### config.mk
export PLATFORM = sky130hd
export DESIGN_NAME = ref_pot_scaler
export DESIGN_NICKNAME = d
export VERILOG_FILES = /design/src/rtl/ref_pot_pkg.sv /design/src/rtl/ref_pot_serial_mult.sv /design/src/rtl/ref_pot_scaler.sv
export SDC_FILE = /design/constraint.sdc
export NUM_CORES = 1
export LEC_CHECK = 0
export BUFFER_PORTS_ARGS = -buffer_cell sky130_fd_sc_hd__buf_2
export CORE_MARGIN = 2
export CORE_UTILIZATION = 60
export CTS_CLUSTER_DIAMETER = 50
export DETAILED_ROUTE_END_ITERATION = 10
export PLACE_DENSITY = 0.79
export RECOVER_POWER = 50
export SETUP_SLACK_MARGIN = 0.15
export SYNTH_ARGS = -nofsm -noshare
export SYNTH_HDL_FRONTEND = slang
export SYNTH_HIERARCHICAL = 1
export SYNTH_SLANG_ARGS = --single-unit
### constraint.sdc
create_clock -name CLK -period 5.42 [get_ports CLK]
set_input_delay 0.542 -clock CLK [delete_from_list [all_inputs] [get_ports CLK]]
set_output_delay 0.542 -clock CLK [all_outputs]
set_load 0.005 [all_outputs]
### src/rtl/ref_pot_pkg.sv
// ref_pot_pkg: shared types and default calibration for the REF-to-POT scaler.
// Holds the FSM state enum, the default servo calibration and the STATUS bit
// positions used by ref_pot_scaler and its consumers.
package ref_pot_pkg;

    // Control FSM states of the scaler.
    typedef enum logic [1:0] {
        ST_IDLE  = 2'd0,
        ST_MULT  = 2'd1,
        ST_ROUND = 2'd2,
        ST_DONE  = 2'd3
    } state_t;

    // Default servo calibration: OUT = sat(round((CENTER - REF) * GAIN / 2^FRAC)).
    localparam int DEF_CENTER  = 180;
    localparam int DEF_GAIN    = 181;   // 181/256 ~ 0.707
    localparam int DEF_FRAC    = 8;
    localparam int DEF_REF_MIN = 20;
    localparam int DEF_REF_MAX = 340;

    // STATUS bit positions.
    localparam int STATUS_SAT_BIT   = 0;
    localparam int STATUS_RANGE_BIT = 1;

endpackage : ref_pot_pkg

### src/rtl/ref_pot_serial_mult.sv
// ref_pot_serial_mult: signed-by-unsigned shift-add multiplier.
// A load pulse captures a signed multiplicand and an unsigned multiplier; one
// multiplier bit (LSB first) is consumed per cycle. 'done' is high during the
// cycle in which the last partial product is accumulated, so 'product' holds
// the final value from the following cycle onward until the next load.
module ref_pot_serial_mult #(
    parameter int MC_W  = 10,              // signed multiplicand width
    parameter int MP_W  = 8,               // unsigned multiplier width
    parameter int ACC_W = MC_W + MP_W      // signed product width
) (
    input  logic                    clk,
    input  logic                    rst_n,
    input  logic                    load,
    input  logic signed [MC_W-1:0]  mcand,
    input  logic        [MP_W-1:0]  mplier,
    output logic                    busy,
    output logic                    done,
    output logic signed [ACC_W-1:0] product
);

    localparam int CNT_W = (MP_W > 1) ? $clog2(MP_W) : 1;
    localparam logic [CNT_W-1:0] LAST_C = CNT_W'(MP_W - 1);

    logic signed [ACC_W-1:0] acc_r;
    logic signed [ACC_W-1:0] mcand_r;
    logic        [MP_W-1:0]  mplier_r;
    logic        [CNT_W-1:0] cnt_r;
    logic                    busy_r;

    // Shift-add datapath: load operands, then add the shifted multiplicand for each set multiplier bit.
    always_ff @(posedge clk or negedge rst_n) begin
        if (!rst_n) begin
            acc_r    <= '0;
            mcand_r  <= '0;
            mplier_r <= '0;
            cnt_r    <= '0;
            busy_r   <= 1'b0;
        end else if (load) begin
            acc_r    <= '0;
            mcand_r  <= {{(ACC_W - MC_W){mcand[MC_W-1]}}, mcand};
            mplier_r <= mplier;
            cnt_r    <= '0;
            busy_r   <= 1'b1;
        end else if (busy_r) begin
            if (mplier_r[0]) begin
                acc_r <= acc_r + mcand_r;
            end
            mcand_r  <= mcand_r <<< 1;
            mplier_r <= mplier_r >> 1;
            if (cnt_r == LAST_C) begin
                busy_r <= 1'b0;
            end else begin
                cnt_r <= cnt_r + {{(CNT_W-1){1'b0}}, 1'b1};
            end
        end
    end

    // Status decode: 'done' flags the final accumulation step.
    always_comb begin
        busy    = busy_r;
        done    = busy_r && (cnt_r == LAST_C);
        product = acc_r;
    end

endmodule : ref_pot_serial_mult

### src/rtl/ref_pot_scaler.sv
// ref_pot_scaler: handshaked REF-to-POT setpoint scaler.
// Computes OUT = sat(round((CENTER - REF) * GAIN / 2^FRAC)) with a serial
// multiplier, tagging each result with the request's channel. Requests with
// REF outside [REF_MIN, REF_MAX] still take the full, constant latency and
// produce OUT = 0.
// Optional feature: define REF_POT_STATUS_EN to build the STATUS flag
// registers (saturated / out-of-range); otherwise STATUS is tied to 2'b00.
module ref_pot_scaler
    import ref_pot_pkg::*;
#(
    parameter int IN_W    = 9,
    parameter int OUT_W   = 8,
    parameter int GAIN_W  = 8,
    parameter int FRAC    = DEF_FRAC,
    parameter int CENTER  = DEF_CENTER,
    parameter int GAIN    = DEF_GAIN,
    parameter int REF_MIN = DEF_REF_MIN,
    parameter int REF_MAX = DEF_REF_MAX,
    parameter int CH_W    = 2
) (
    input  logic              CLK,
    input  logic              RST_N,
    input  logic              IN_VALID,
    output logic              IN_READY,
    input  logic [IN_W-1:0]   IN_REF,
    input  logic [CH_W-1:0]   IN_CH,
    output logic              OUT_VALID,
    input  logic              OUT_READY,
    output logic [OUT_W-1:0]  OUT,
    output logic [CH_W-1:0]   OUT_CH,
    output logic [1:0]        STATUS
);

    localparam int DIFF_W = IN_W + 1;
    localparam int ACC_W  = IN_W + GAIN_W + 1;

    localparam logic        [IN_W-1:0]   REF_MIN_C = IN_W'(REF_MIN);
    localparam logic        [IN_W-1:0]   REF_MAX_C = IN_W'(REF_MAX);
    localparam logic signed [DIFF_W-1:0] CENTER_C  = DIFF_W'(CENTER);
    localparam logic        [GAIN_W-1:0] GAIN_C    = GAIN_W'(GAIN);
    localparam logic signed [ACC_W:0]    BIAS_C    = (ACC_W + 1)'(2 ** (FRAC - 1));
    localparam logic signed [ACC_W:0]    OUT_MAX_C = (ACC_W + 1)'((2 ** (OUT_W - 1)) - 1);
    localparam logic signed [ACC_W:0]    OUT_MIN_C = (ACC_W + 1)'(-(2 ** (OUT_W - 1)));

    state_t                  state_r;
    logic [CH_W-1:0]         ch_r;
    logic                    range_r;
    logic [OUT_W-1:0]        out_r;
    logic [CH_W-1:0]         out_ch_r;
    logic                    out_valid_r;

    logic signed [DIFF_W-1:0] diff_s;
    logic                     range_in_s;
    logic                     load_s;
    logic                     mult_busy_s;
    logic                     mult_done_s;
    logic signed [ACC_W-1:0]  mult_product_s;
    logic signed [ACC_W:0]    round_s;
    logic [OUT_W-1:0]         clamp_s;

`ifdef REF_POT_STATUS_EN
    logic                     sat_s;
    logic [1:0]               status_r;
`endif

    // Request decode: signed offset from center, legal-range test and multiplier load strobe.
    always_comb begin
        diff_s     = CENTER_C - $signed({1'b0, IN_REF});
        range_in_s = (IN_REF < REF_MIN_C) || (IN_REF > REF_MAX_C);
        load_s     = (state_r == ST_IDLE) && IN_VALID;
    end

    ref_pot_serial_mult #(
        .MC_W  (DIFF_W),
        .MP_W  (GAIN_W),
        .ACC_W (ACC_W)
    ) u_mult (
        .clk     (CLK),
        .rst_n   (RST_N),
        .load    (load_s),
        .mcand   (diff_s),
        .mplier  (GAIN_C),
        .busy    (mult_busy_s),
        .done    (mult_done_s),
        .product (mult_product_s)
    );

    // Round half-up (arithmetic shift floors after the bias) and clamp to the OUT range.
    always_comb begin
        round_s = ($signed({mult_product_s[ACC_W-1], mult_product_s}) + BIAS_C) >>> FRAC;
        if (round_s > OUT_MAX_C) begin
            clamp_s = OUT_MAX_C[OUT_W-1:0];
        end else if (round_s < OUT_MIN_C) begin
            clamp_s = OUT_MIN_C[OUT_W-1:0];
        end else begin
            clamp_s = round_s[OUT_W-1:0];
        end
    end

`ifdef REF_POT_STATUS_EN
    // Saturation flag: the clamp changed the rounded value.
    always_comb begin
        sat_s = (round_s > OUT_MAX_C) || (round_s < OUT_MIN_C);
    end
`endif

    // Control FSM with registered result, tag, status and valid.
    always_ff @(posedge CLK or negedge RST_N) begin
        if (!RST_N) begin
            state_r     <= ST_IDLE;
            ch_r        <= '0;
            range_r     <= 1'b0;
            out_r       <= '0;
            out_ch_r    <= '0;
            out_valid_r <= 1'b0;
`ifdef REF_POT_STATUS_EN
            status_r    <= 2'b00;
`endif
        end else begin
            case (state_r)
                ST_IDLE: begin
                    if (IN_VALID) begin
                        ch_r    <= IN_CH;
                        range_r <= range_in_s;
                        state_r <= ST_MULT;
                    end
                end
                ST_MULT: begin
                    if (mult_busy_s && mult_done_s) begin
                        state_r <= ST_ROUND;
                    end
                end
                ST_ROUND: begin
                    out_r       <= range_r ? {OUT_W{1'b0}} : clamp_s;
                    out_ch_r    <= ch_r;
                    out_valid_r <= 1'b1;
`ifdef REF_POT_STATUS_EN
                    status_r[STATUS_SAT_BIT]   <= sat_s && !range_r;
                    status_r[STATUS_RANGE_BIT] <= range_r;
`endif
                    state_r     <= ST_DONE;
                end
                ST_DONE: begin
                    if (OUT_READY) begin
                        out_valid_r <= 1'b0;
                        state_r     <= ST_IDLE;
                    end
                end
                default: begin
                    out_valid_r <= 1'b0;
                    state_r     <= ST_IDLE;
                end
            endcase
        end
    end

    // Output drive: ready decoded from the state register, everything else registered.
    always_comb begin
        IN_READY  = (state_r == ST_IDLE);
        OUT_VALID = out_valid_r;
        OUT       = out_r;
        OUT_CH    = out_ch_r;
`ifdef REF_POT_STATUS_EN
        STATUS    = status_r;
`else
        STATUS    = 2'b00;
`endif
    end

endmodule : ref_pot_scaler

Word-level counts from Yosys, hierarchy flattened. Cells that the tools add are included.

Logic and storage cells: 62. Bits of input ports: 15. Bits in registers: 64. Output and inout port bits: 14.

Reductions and logical operators: 13. Muxes and demuxes: 22. Magnitude comparators: 4. $add $sub $neg: 4. Eq/ne operators: 8.

Operators by type and width (count): 2-to-1 mux 18 bit (5); 2-to-1 mux 8 bit (5); adder 18 x 9 -> 19 bit, second input constant (1); adder 18 bit (1); > comparator 11 x 8 -> 1 bit, second input constant (1); < comparator 11 x 8 -> 1 bit, second input constant (1); subtractor 8 x 9 -> 10 bit, first input constant (1); > comparator 9 bit, second input constant (1); < comparator 9 x 5 -> 1 bit, second input constant (1); 2-to-1 mux 3 bit (3); != test 2 bit, second input constant (4); one-hot mux 2 bit (4 select lines) (1); AND reduction 2 bit (4); 2-to-1 mux 2 bit (3); nonzero test 2 bit (3); equality test 2 bit, second input constant (2); 2-to-1 mux 1 bit (4); adder 3 x 1 -> 3 bit, second input constant (1); equality test 3 bit, second input constant (1); logical AND 1 bit (3); AND reduction 3 bit (1); equality test 2 x 1 -> 1 bit, second input constant (1); zero test 2 bit (1); one-hot mux 1 bit (2 select lines) (1); logical OR 1 bit (1).

Logic depth before layout (Yosys ltp). Gate-level depths: netlist of the first run.

Depth in word-level cells: 5. Gate-level depth with buffers: 10. Gate-level depth less buffers: 9.

Hierarchy. The synthesis of the first run kept the hierarchy.

By module, submodules not included: ref_pot_serial_mult (area an instance 3030.4 sq um, times used 1, cells each 320); ref_pot_scaler (area an instance 1102.3 sq um, times used 1, cells each 117).

Worst setup path before layout of the first run. Ideal clock, no wire load.

Path type: reg-to-reg. Start point: register u_mult.mcand_r[0]. End point: register u_mult.acc_r[16], in the netlist u_mult/product[16]. Period minus slack after synthesis: 2.015 ns. Path buffers: 0. Arrival: 1.911 ns. Required time: 5.316 ns. Stages on the path, launching flop included: 10. Setup slack: 3.405 ns. Path through: dfrtp_1 > ha_1 > inv_1 > fa_1 > nor2b_1 > o21a_1 > o21ai_1 > a211oi_2 > nor2_1 > o311ai_1.

Word-level cells in the longest chain between the ends: 4.

RTL lines: from (decl) (line ref_pot_serial_mult.sv:25) `logic signed [ACC_W-1:0] mcand_r;`; from (signal assigned) (line ref_pot_serial_mult.sv:40) `mcand_r <= {{(ACC_W - MC_W){mcand[MC_W-1]}}, mcand};`; from (signal assigned) (line ref_pot_serial_mult.sv:48) `mcand_r <= mcand_r <<< 1;`; adder 18 bit (line ref_pot_serial_mult.sv:46) `acc_r <= acc_r + mcand_r;`; 2-to-1 mux 18 bit (line ref_pot_serial_mult.sv:45) `if (mplier_r[0]) begin`; 2-to-1 mux 18 bit (line ref_pot_serial_mult.sv:44) `end else if (busy_r) begin`; 2-to-1 mux 18 bit (line ref_pot_serial_mult.sv:38) `end else if (load) begin`; to (signal assigned) (line ref_pot_serial_mult.sv:46); to (decl) (line ref_pot_serial_mult.sv:24) `logic signed [ACC_W-1:0] acc_r;`.

No other way between the ends. The select of a mux whose other input is x is not followed. A chain may end at the register's enable or synchronous reset.

==> results of run 1 <==
==> metrics by stage <==
| stage | instance area (um2) | worst slack, ns | utilization | hold slack (ns) |
|---|---|---|---|---|
| after detailed placement | 4290 | 2.66 | 0.639 | 0.476 |
| final | 4510 | 2.06 | 0.672 | 0.438 |
| after global placement | 4290 | 2.82 | 0.639 | 0.468 |
| after floorplan | 4160 | 3.41 | - | 0.246 |
| after CTS | 4520 | 2.64 | 0.673 | 0.407 |
| after global routing | 4510 | 1.20 | 0.672 | 0.435 |
==> registers in the layout, summed over array words and instances, names as in the netlist <==
name and count:
u_mult/cnt_r 3, state_r 2, OUT 8, OUT_CH 2, u_mult/mcand_r 18, ch_r 2, u_mult/busy 1, OUT_VALID 1
u_mult/product 18, u_mult/mplier_r 8, range_r 1
==> kinds of logic (layout without fill, tap and decap cells) <==
logic type,Yosys count,after routing,share of synthesized area
flops,64,64,0.388
simple gates,125,125,0.150
buf+inv,45,69,0.0521
mux,31,31,0.0766
compound gates,128,128,0.217
fa+ha+maj,26,26,0.0805
other cells,2,10,0.00182
xor+xnor,16,16,0.0339
==> cell usage after synthesis (4+ instances only) <==
cell type	count	area [um2]
dfrtp_1	64	1600
and3_1	4	25.0
mux2i_1	26	260
o21a_1	8	60.1
or3_1	4	25.0
nor2b_1	4	25.0
o311ai_1	4	35.0
o221ai_1	6	52.6
clkbuf_1	13	48.8
inv_1	24	90.1
and2_1	4	25.0
nor3_1	12	60.1
nand2_1	36	135
nand3_1	19	95.1
xor2_1	8	70.1
a21oi_1	24	120
mux2_2	5	56.3
o21ai_0	33	165
o211ai_1	6	45.0
nand4_1	7	43.8
ha_1	25	313
xnor2_1	8	70.1
a21o_1	6	45.0
nor2_1	24	90.1
==> layer usage <==
metal / routed length (um) / GRT usage
met1: 4250 / 0.353
met2: 4310 / 0.414
met3: 389 / 0.0341
met4: 117 / 0.0852
met5: 0 / 0
==> area by class of cell <==
cell class,instances,area (um2)
clock buffers,9,124
multi-input cells,336,2350
well taps,80,100
clock inverters,7,105
fillers,536,2200
inverters,24,90.1
flip-flops and latches,64,1600
repair buffers,29,148
==> where the power goes <==
group	internal, mW	switching [mW]
clock network	0.264	0.205
registers	0.688	0.198
logic	0.581	0.807
total	1.53	1.21
==> path summary, 6_finish.rpt <==
| check | start | endpoint | slack, ns | depth (start not counted) |
|---|---|---|---|---|
| max | RST_N | u_mult/mcand_r[8] | 2.06 | 2 |
| min | IN_CH[1] | ch_r[1] | 0.44 | 2 |
| max reg2reg | state_r[0] | u_mult/mcand_r[11] | 2.57 | 8 |
| min reg2reg | OUT[0] | OUT[0] | 0.50 | 1 |
| max in group CLK | state_r[0] | u_mult/mcand_r[11] | 2.57 | 8 |
| min in group asynchronous | RST_N | u_mult/product[4] | 1.41 | 2 |
==> flow_summary.json, run 1 <==
{
  "rsz0062_at_grt": "no",
  "fmax_mhz": 298,
  "ys_warn_count": 6,
  "cp-end-kind": "async pin",
  "p_per_area_nw_per_um2": 608,
  "grt_max_degree": 65,
  "finClkSkew_ns": 0.00968,
  "antenna_found_initial": 0,
  "netlist_instances": 437,
  "crit_family": "buffers and inverters",
  "stdcell_count": 549,
  "crit_arrival_ns": 3.05,
  "cts.sinks": 64,
  "drc_errors": 0,
  "dp.cells": 533,
  "gp_congestion": 0.926,
  "drv_cap": 1,
  "tritoncts": "done",
  "setup_violations": 0,
  "cts.repair.resized": 0,
  "antenna_cells": 0,
  "htree_levels": 3,
  "start_util": 0.615,
  "leakagePower_nw": 2.13,
  "num_rows": 30,
  "num_vias": 3440,
  "power_mw": 2.74,
  "fin_crit_ns": 3.36,
  "cp.required_ns": 5.11,
  "dieWidth_um": 87.0,
  "critPathSlowestCell": "clkbuf_1",
  "maxSlewHeadroom": -1.25,
  "post-dp-hpwl_um": 6160,
  "cts_buffers": 9,
  "drive_gt1_frac": 0.132,
  "final_cell_mix": "dfrtp_1, nand2_1, o21ai_0, mux2i_1",
  "track_usage": 0.255,
  "synthDistinctLibCells": 66,
  "port_buffers": 26,
  "clkLatencyLatePin_ns": 0.34,
  "violations": "capacitance limit, slew limit",
  "pin_count": 29,
  "worstPathCellList": "buf_2 > clkbuf_1",
  "core_area_um2": 6720,
  "path_buf_inv": 2,
  "dr.pass1.iters": 6,
  "hold_violations": 0,
  "setup_tns_ns": 0,
  "layout_commonest_cell": "dfrtp_1",
  "drtAntennaViolNets": 0,
  "avgViaCountPerCell": 6.27,
  "die_height_um": 87.0,
  "finalMaxSlewViolations": 65,
  "synth.avg_cell_area_um2": 9.46,
  "vdd_drop_max_mv": 0.285,
  "fin_crit_sh": 0.620,
  "synthToLayoutAreaGrowth_pct": 9.23,
  "post_cts.repair.setup_buffers": 0,
  "grt_pass1_wl_um": 15300,
  "start_kind": "primary input",
  "drt-initial-drc-count": 348,
  "fp.dieArea_um2": 7570,
  "grt_pass1_vias": 3247,
  "synth-seq-cells": 64,
  "worst-setup-path-type": "in2async",
  "yosysSeqAreaShare": 0.388,
  "outcome": "complete, but fails checks",
  "clockRootBuffer": "clkbuf_8",
  "wl_per_cell_um": 16.5,
  "path_clk_slew_ns": 0.08,
  "routed_wl_um": 9070,
  "clk_path_buf_depth": 2,
  "final_nets": 505,
  "path_max_fanout": 64,
  "synth_edf_count": 0,
  "synth-main-ff-cell": "dfrtp_1",
  "grt_remaining_overflow": 0,
  "hold_class": "in2reg",
  "tightest_slew_ns": 3.37,
  "hold_buffers": 0,
  "synthArstFlopShare": 1.00,
  "slowest_delay_ns": 2.34,
  "netlist_area_um2": 4130
}
Power figures use the tool's default switching activity.
==> run 2, diff against run 1 <==
Settings changed: ABC_AREA from default to 1.
Clock period 5.42 ns to 3.16 ns, I/O delays scaled along.
==> run 2 against run 1 <==
  * The run still ends with capacitance limit, slew limit left
  * Critical path depth up 7
  * Utilization up 1.6 points
  * Register-to-register slack worse by 1.9 ns
  * Worst hold slack worse by 0.26 ns
  * Design area up 4.1%
  * Power up 60%
  * Via count up 4.9%
  * Clock power up 69%
  * Sequential power up 63%
  * Non-clock buffer count unchanged
  * Combinational power up 55%
  * Critical endpoint is now u_mult/product[0]
==> flow_summary.json, run 2 <==
{
  "synthDistinctLibCells": 40,
  "fin_crit_ns": 2.49,
  "clockRootBuffer": "clkbuf_8",
  "fillCellCount": 601,
  "drv_cap": 1,
  "num_vias": 3609,
  "hold_class": "in2reg",
  "path_max_fanout": 22,
  "cts_buffers": 9,
  "finClkSkew_ns": 0.00767,
  "core_area_um2": 6830,
  "fmax_mhz": 402,
  "routed_wl_um": 9240,
  "placed_cell_area_um2": 4480,
  "setup_violations": 0,
  "post_cts.repair.setup_buffers": 0,
  "post-dp-hpwl_um": 7010,
  "cp.required_ns": 3.38,
  "avgViaCountPerCell": 5.21,
  "path_clk_slew_ns": 0.07,
  "final_cell_mix": "nand2_1, inv_1, dfrtp_1, nand3_1, nor2_1",
  "die_height_um": 88.0,
  "synthTopCellsByCount": "nand2_1, inv_1, dfrtp_1, nand3_1, nor2_1",
  "port_buffers": 26,
  "tightest_slew_ns": 2.04,
  "start_kind": "flip-flop",
  "synthArstFlopShare": 1.00,
  "p_per_area_nw_per_um2": 934,
  "cp-end-kind": "flip-flop",
  "synthToLayoutAreaGrowth_pct": 10.9,
  "maxSlewHeadroom": -0.361,
  "yosysSeqAreaShare": 0.378,
  "dp.cells": 677,
  "synth_top_area_frac": 0.378,
  "power_mw": 4.39,
  "final_nets": 633,
  "clkLatencyLatePin_ns": 0.34,
  "vdd_drop_max_mv": 0.456,
  "tritoncts": "done",
  "dieWidth_um": 88.0,
  "netlist_area_um2": 4240,
  "drc_errors": 0,
  "drt-initial-drc-count": 233,
  "cts.sinks": 64,
  "pin_count": 29,
  "start_util": 0.620,
  "synth_most_common_cell": "nand2_1",
  "netlist_instances": 555,
  "ys_warn_count": 6,
  "worst-setup-path-type": "reg2reg",
  "stdcell_count": 693,
  "synth_edf_count": 0,
  "setup_slack_ns": 0.673,
  "drive_gt1_frac": 0.141,
  "hold_slack_ns": 0.175,
  "synth.area.top_cells": "dfrtp_1, nand2_1, ha_1",
  "grt_pass1_wl_um": 15100,
  "dr.pass1.iters": 5,
  "final_cell_area_um2": 4700,
  "htree_levels": 3,
  "layout_commonest_cell": "nand2_1",
  "grt_max_degree": 37,
  "wl_per_cell_um": 13.3,
  "num_rows": 30,
  "synth.avg_cell_area_um2": 7.64,
  "dpl_worst_slack_ns": 0.713,
  "drtAntennaViolNets": 0,
  "fp.dieArea_um2": 7750,
  "synth-seq-cells": 64,
  "grt_pass1_vias": 3363,
  "final_util": 0.688,
  "synth-main-ff-cell": "dfrtp_1",
  "rsz0062_at_grt": "no",
  "setup_tns_ns": 0,
  "track_usage": 0.252,
  "clk_path_buf_depth": 2,
  "grt_remaining_overflow": 0,
  "finalMaxSlewViolations": 37,
  "antenna_found_initial": 0,
  "cts.repair.resized": 0,
  "hold_violations": 0,
  "gp_congestion": 0.868,
  "violations": "capacitance limit, slew limit",
  "outcome": "complete, but fails checks",
  "yosysTopAreaCell": "dfrtp_1",
  "antenna_cells": 0,
  "leakagePower_nw": 2.45,
  "fin_crit_sh": 0.787,
  "hold_buffers": 0,
  "crit_arrival_ns": 2.71
}
run 2: cell count changes after synthesis, sizes merged, moves of 16 or more:
| cell | before | now |
|---|---|---|
| inv | 24 | 80 |
| mux2i | 26 | 0 |
| nand2 | 37 | 184 |
| nand3 | 19 | 42 |
| nor2 | 24 | 40 |
| o221ai | 6 | 23 |
run 2: metal layers:
layer / GRT usage / share of wire / vias up
met5: 0 / 0 / -
met4: 0.0702 / 0.012 / 0
met3: 0.0481 / 0.036 / 10
met2: 0.424 / 0.50 / 71
met1: 0.336 / 0.45 / 1652
li1: - / - / 1876
run 2: worst paths after layout:
path / start / end / slack (ns) / cells after the start
max in group asynchronous: RST_N / u_mult/mcand_r[10] / 1.04 / 2
max: state_r[0] / u_mult/product[0] / 0.67 / 9
min reg2reg: OUT_CH[1] / OUT_CH[1] / 0.47 / 2
max reg2reg: state_r[0] / u_mult/product[0] / 0.67 / 9
min: IN_CH[0] / ch_r[0] / 0.17 / 3
min in group asynchronous: RST_N / u_mult/product[16] / 0.55 / 1
run 2: final cells by class:
type / instances / area [um2] / share of cell area
multi-input combinational: 407 / 2300 / 0.490
sequential: 64 / 1600 / 0.341
inverter: 81 / 307 / 0.0652
timing repair buffer: 29 / 139 / 0.0296
clock buffer: 10 / 138 / 0.0293
tap: 96 / 120 / 0.0256
clock inverter: 6 / 92.6 / 0.0197
run 2: cell families after synthesis:
group / Yosys count / synth area share
flops: 64 / 0.378
buf+inv: 92 / 0.0862
xor+xnor: 14 / 0.0289
other cells: 2 / 0.00177
compound gates: 77 / 0.120
simple gates: 280 / 0.306
fa+ha+maj: 26 / 0.0785
run 2: worst max-delay path, stage by stage, from the launching register on:
cell	delay, ns
dfrtp_1	0.41
inv_1	0.11
ha_1	0.23
nand2_1	0.14
inv_1	0.12
buf_4	0.24
inv_1	0.15
o21ai_2	0.11
clkinv_1	0.47
a22o_1	0.38
run 2: power breakdown:
part | leakage, nW | switching [mW] | internal, mW
sequential | 0.817 | 0.274 | 1.16
combinational | 1.52 | 1.38 | 0.774
clock | 0.109 | 0.326 | 0.468
total | 2.45 | 1.98 | 2.40
==> run 3, diff against run 2 <==
Clock period 3.16 ns to 2.3 ns, I/O delays scaled along.
==> run 3 against run 2 <==
  * The run now ends clean
  * Non-clock buffer count up 8
  * Largest cell class unchanged
  * Utilization is 0.53 points higher
  * Fmax increased by 29%
  * Clock power increased by 21%
  * Routed wire length up 0.93%
  * Register-to-register slack got worse by 0.30 ns
  * Sequential power up 37%
  * Power up 37%
==> flow_summary.json, run 3 (synthesis results as in run 2) <==
{
  "outcome": "finished, final reports clean",
  "antenna_cells": 0,
  "tightest_slew_ns": 1.43,
  "vdd_drop_max_mv": 0.598,
  "dpl_worst_slack_ns": 0.327,
  "reg2reg_slack_ns": 0.37,
  "layout_commonest_cell": "nand2_1",
  "drtAntennaViolNets": 0,
  "clkPwrFrac": 0.160,
  "start_util": 0.620,
  "r2r_cells": 11,
  "cts.repair.resized": 0,
  "slowest_delay_ns": 0.42,
  "drive_gt1_frac": 0.157,
  "final_nets": 641,
  "rsz0062_at_grt": "no",
  "hold_class": "in2reg",
  "setup_violations": 0,
  "min_to": "ch_r[0]",
  "pin_count": 29,
  "cts.sinks": 64,
  "hold_depth": 3,
  "avgViaCountPerCell": 5.24,
  "num_rows": 30,
  "setup_slack_ns": 0.374,
  "clkLatencyLatePin_ns": 0.34,
  "post-dp-hpwl_um": 6890,
  "crit_arrival_ns": 2.15,
  "fin_crit_ns": 1.93,
  "path_clk_slew_ns": 0.08,
  "p_seq_frac": 0.330,
  "combPwrFrac": 0.510,
  "fp.dieArea_um2": 7750,
  "grt_pass1_wl_um": 15300,
  "hold_path.startpoint": "IN_CH[0]",
  "fin_crit_sh": 0.837,
  "worst-setup-path-type": "reg2reg",
  "tritoncts": "done",
  "fmax_mhz": 519,
  "critPathSlowestCell": "fa_1",
  "hold_violations": 0,
  "p_int_mw": 3.23,
  "setup_tns_ns": 0,
  "rr_startpoint": "u_mult/product[0]",
  "swShare": 0.461,
  "leakagePower_nw": 2.49,
  "switching_power_mw": 2.77,
  "die_height_um": 88.0,
  "port_buffers": 26,
  "wl_per_cell_um": 13.3,
  "num_vias": 3674,
  "gp_congestion": 0.876,
  "clk_path_buf_depth": 2,
  "grt_pass1_vias": 3376,
  "start_kind": "flip-flop",
  "maxSlewHeadroom": 0.0438,
  "rr_endpoint": "u_mult/product[12]",
  "dieWidth_um": 88.0,
  "fillCellCount": 572,
  "finClkSkew_ns": 0.00894,
  "synthToLayoutAreaGrowth_pct": 11.7,
  "drc_errors": 0,
  "grt_max_degree": 65,
  "drt-initial-drc-count": 263,
  "finalMaxSlewViolations": 0,
  "final_cell_mix": "nand2_1, inv_1, dfrtp_1, nand3_1, nor2_1",
  "cp-end-kind": "flip-flop",
  "dr.pass1.iters": 5,
  "antenna_found_initial": 0,
  "routed_wl_um": 9330,
  "core_area_um2": 6830,
  "p_per_area_nw_per_um2": 1270,
  "track_usage": 0.253,
  "clockRootBuffer": "clkbuf_8",
  "worstPathCellList": "ha_1 > inv_1 > fa_1 > o21ai_2 > nand2_2 > nand2_2 > nand2_2 > nand2_1 > nand2_1 > nand3_1 > nand2_1",
  "grt_remaining_overflow": 0,
  "drv_cap": 0,
  "cts_buffers": 9,
  "cp.required_ns": 2.53,
  "path_max_fanout": 4,
  "htree_levels": 3
}
[run 3: how the worst max path moves through the flow]
| stage | cells after the start | startpoint | endpoint | slack, ns |
|---|---|---|---|---|
| floorplan | 11 | u_mult/product[0] | u_mult/product[14] | 0.63 |
| detailed placement | 12 | state_r[0] | u_mult/product[9] | 0.33 |
| global placement | 11 | u_mult/product[0] | u_mult/product[16] | 0.45 |
| finish | 11 | u_mult/product[0] | u_mult/product[12] | 0.37 |
| global route | 12 | state_r[0] | u_mult/product[9] | 0.20 |
| CTS | 12 | state_r[0] | u_mult/product[9] | 0.31 |
[run 3: power groups by stage]
| stage | registers (mW) | clock network, mW | logic, mW |
|---|---|---|---|
| after floorplan | 1.88 | 0 | 2.32 |
| after global placement | 1.97 | 0 | 2.89 |
| after detailed placement | 2.00 | 0 | 3.00 |
| after CTS | 1.98 | 0.983 | 3.03 |
| after global routing | 2.03 | 1.03 | 3.47 |
| final | 1.98 | 0.959 | 3.06 |
[run 3: per-stage QoR]
step	hold slack (ns)	cells	utilization	area [um2]	total power, mW
final	0.0799	701	0.693	4730	6.00
after CTS	0.0670	699	0.694	4740	5.99
after global placement	0.272	682	0.663	4530	4.86
after floorplan	-0.0656	563	-	4270	4.20
after global routing	0.0785	701	0.693	4730	6.53
after detailed placement	0.274	682	0.663	4530	5.00
[run 3: final cells by class]
| class | count | area [um2] | area share |
|---|---|---|---|
| timing repair buffer | 37 | 209 | 0.0441 |
| multi-input combinational | 407 | 2300 | 0.486 |
| tap | 96 | 120 | 0.0254 |
| inverter | 81 | 307 | 0.0647 |
| clock inverter | 7 | 72.6 | 0.0153 |
| sequential | 64 | 1600 | 0.338 |
| clock buffer | 9 | 124 | 0.0262 |
[run 3: worst max-delay path, delay by kind of cell, from the launching register on]
family,cells,cell delay (ns)
DFF,1,0.36
adders and majority gates,2,0.64
and+or+nand+nor,7,0.50
AOI/OAI and AO/OA,1,0.24
buffers and inverters,1,0.07
[run 3: what timing repair did]
action / in CTS / in global routing
setup buffers: 0 / 2
hold buffers: 1 / 0
endpoints found under the setup margin: 0 / 4
endpoints found under the hold margin: 64 / 0
[run 3: per-layer routing]
layer  part of all wire  global-route usage
met1               0.45               0.336
met2               0.49               0.419
met3              0.036              0.0349
met4              0.023               0.103
met5                  0                   0
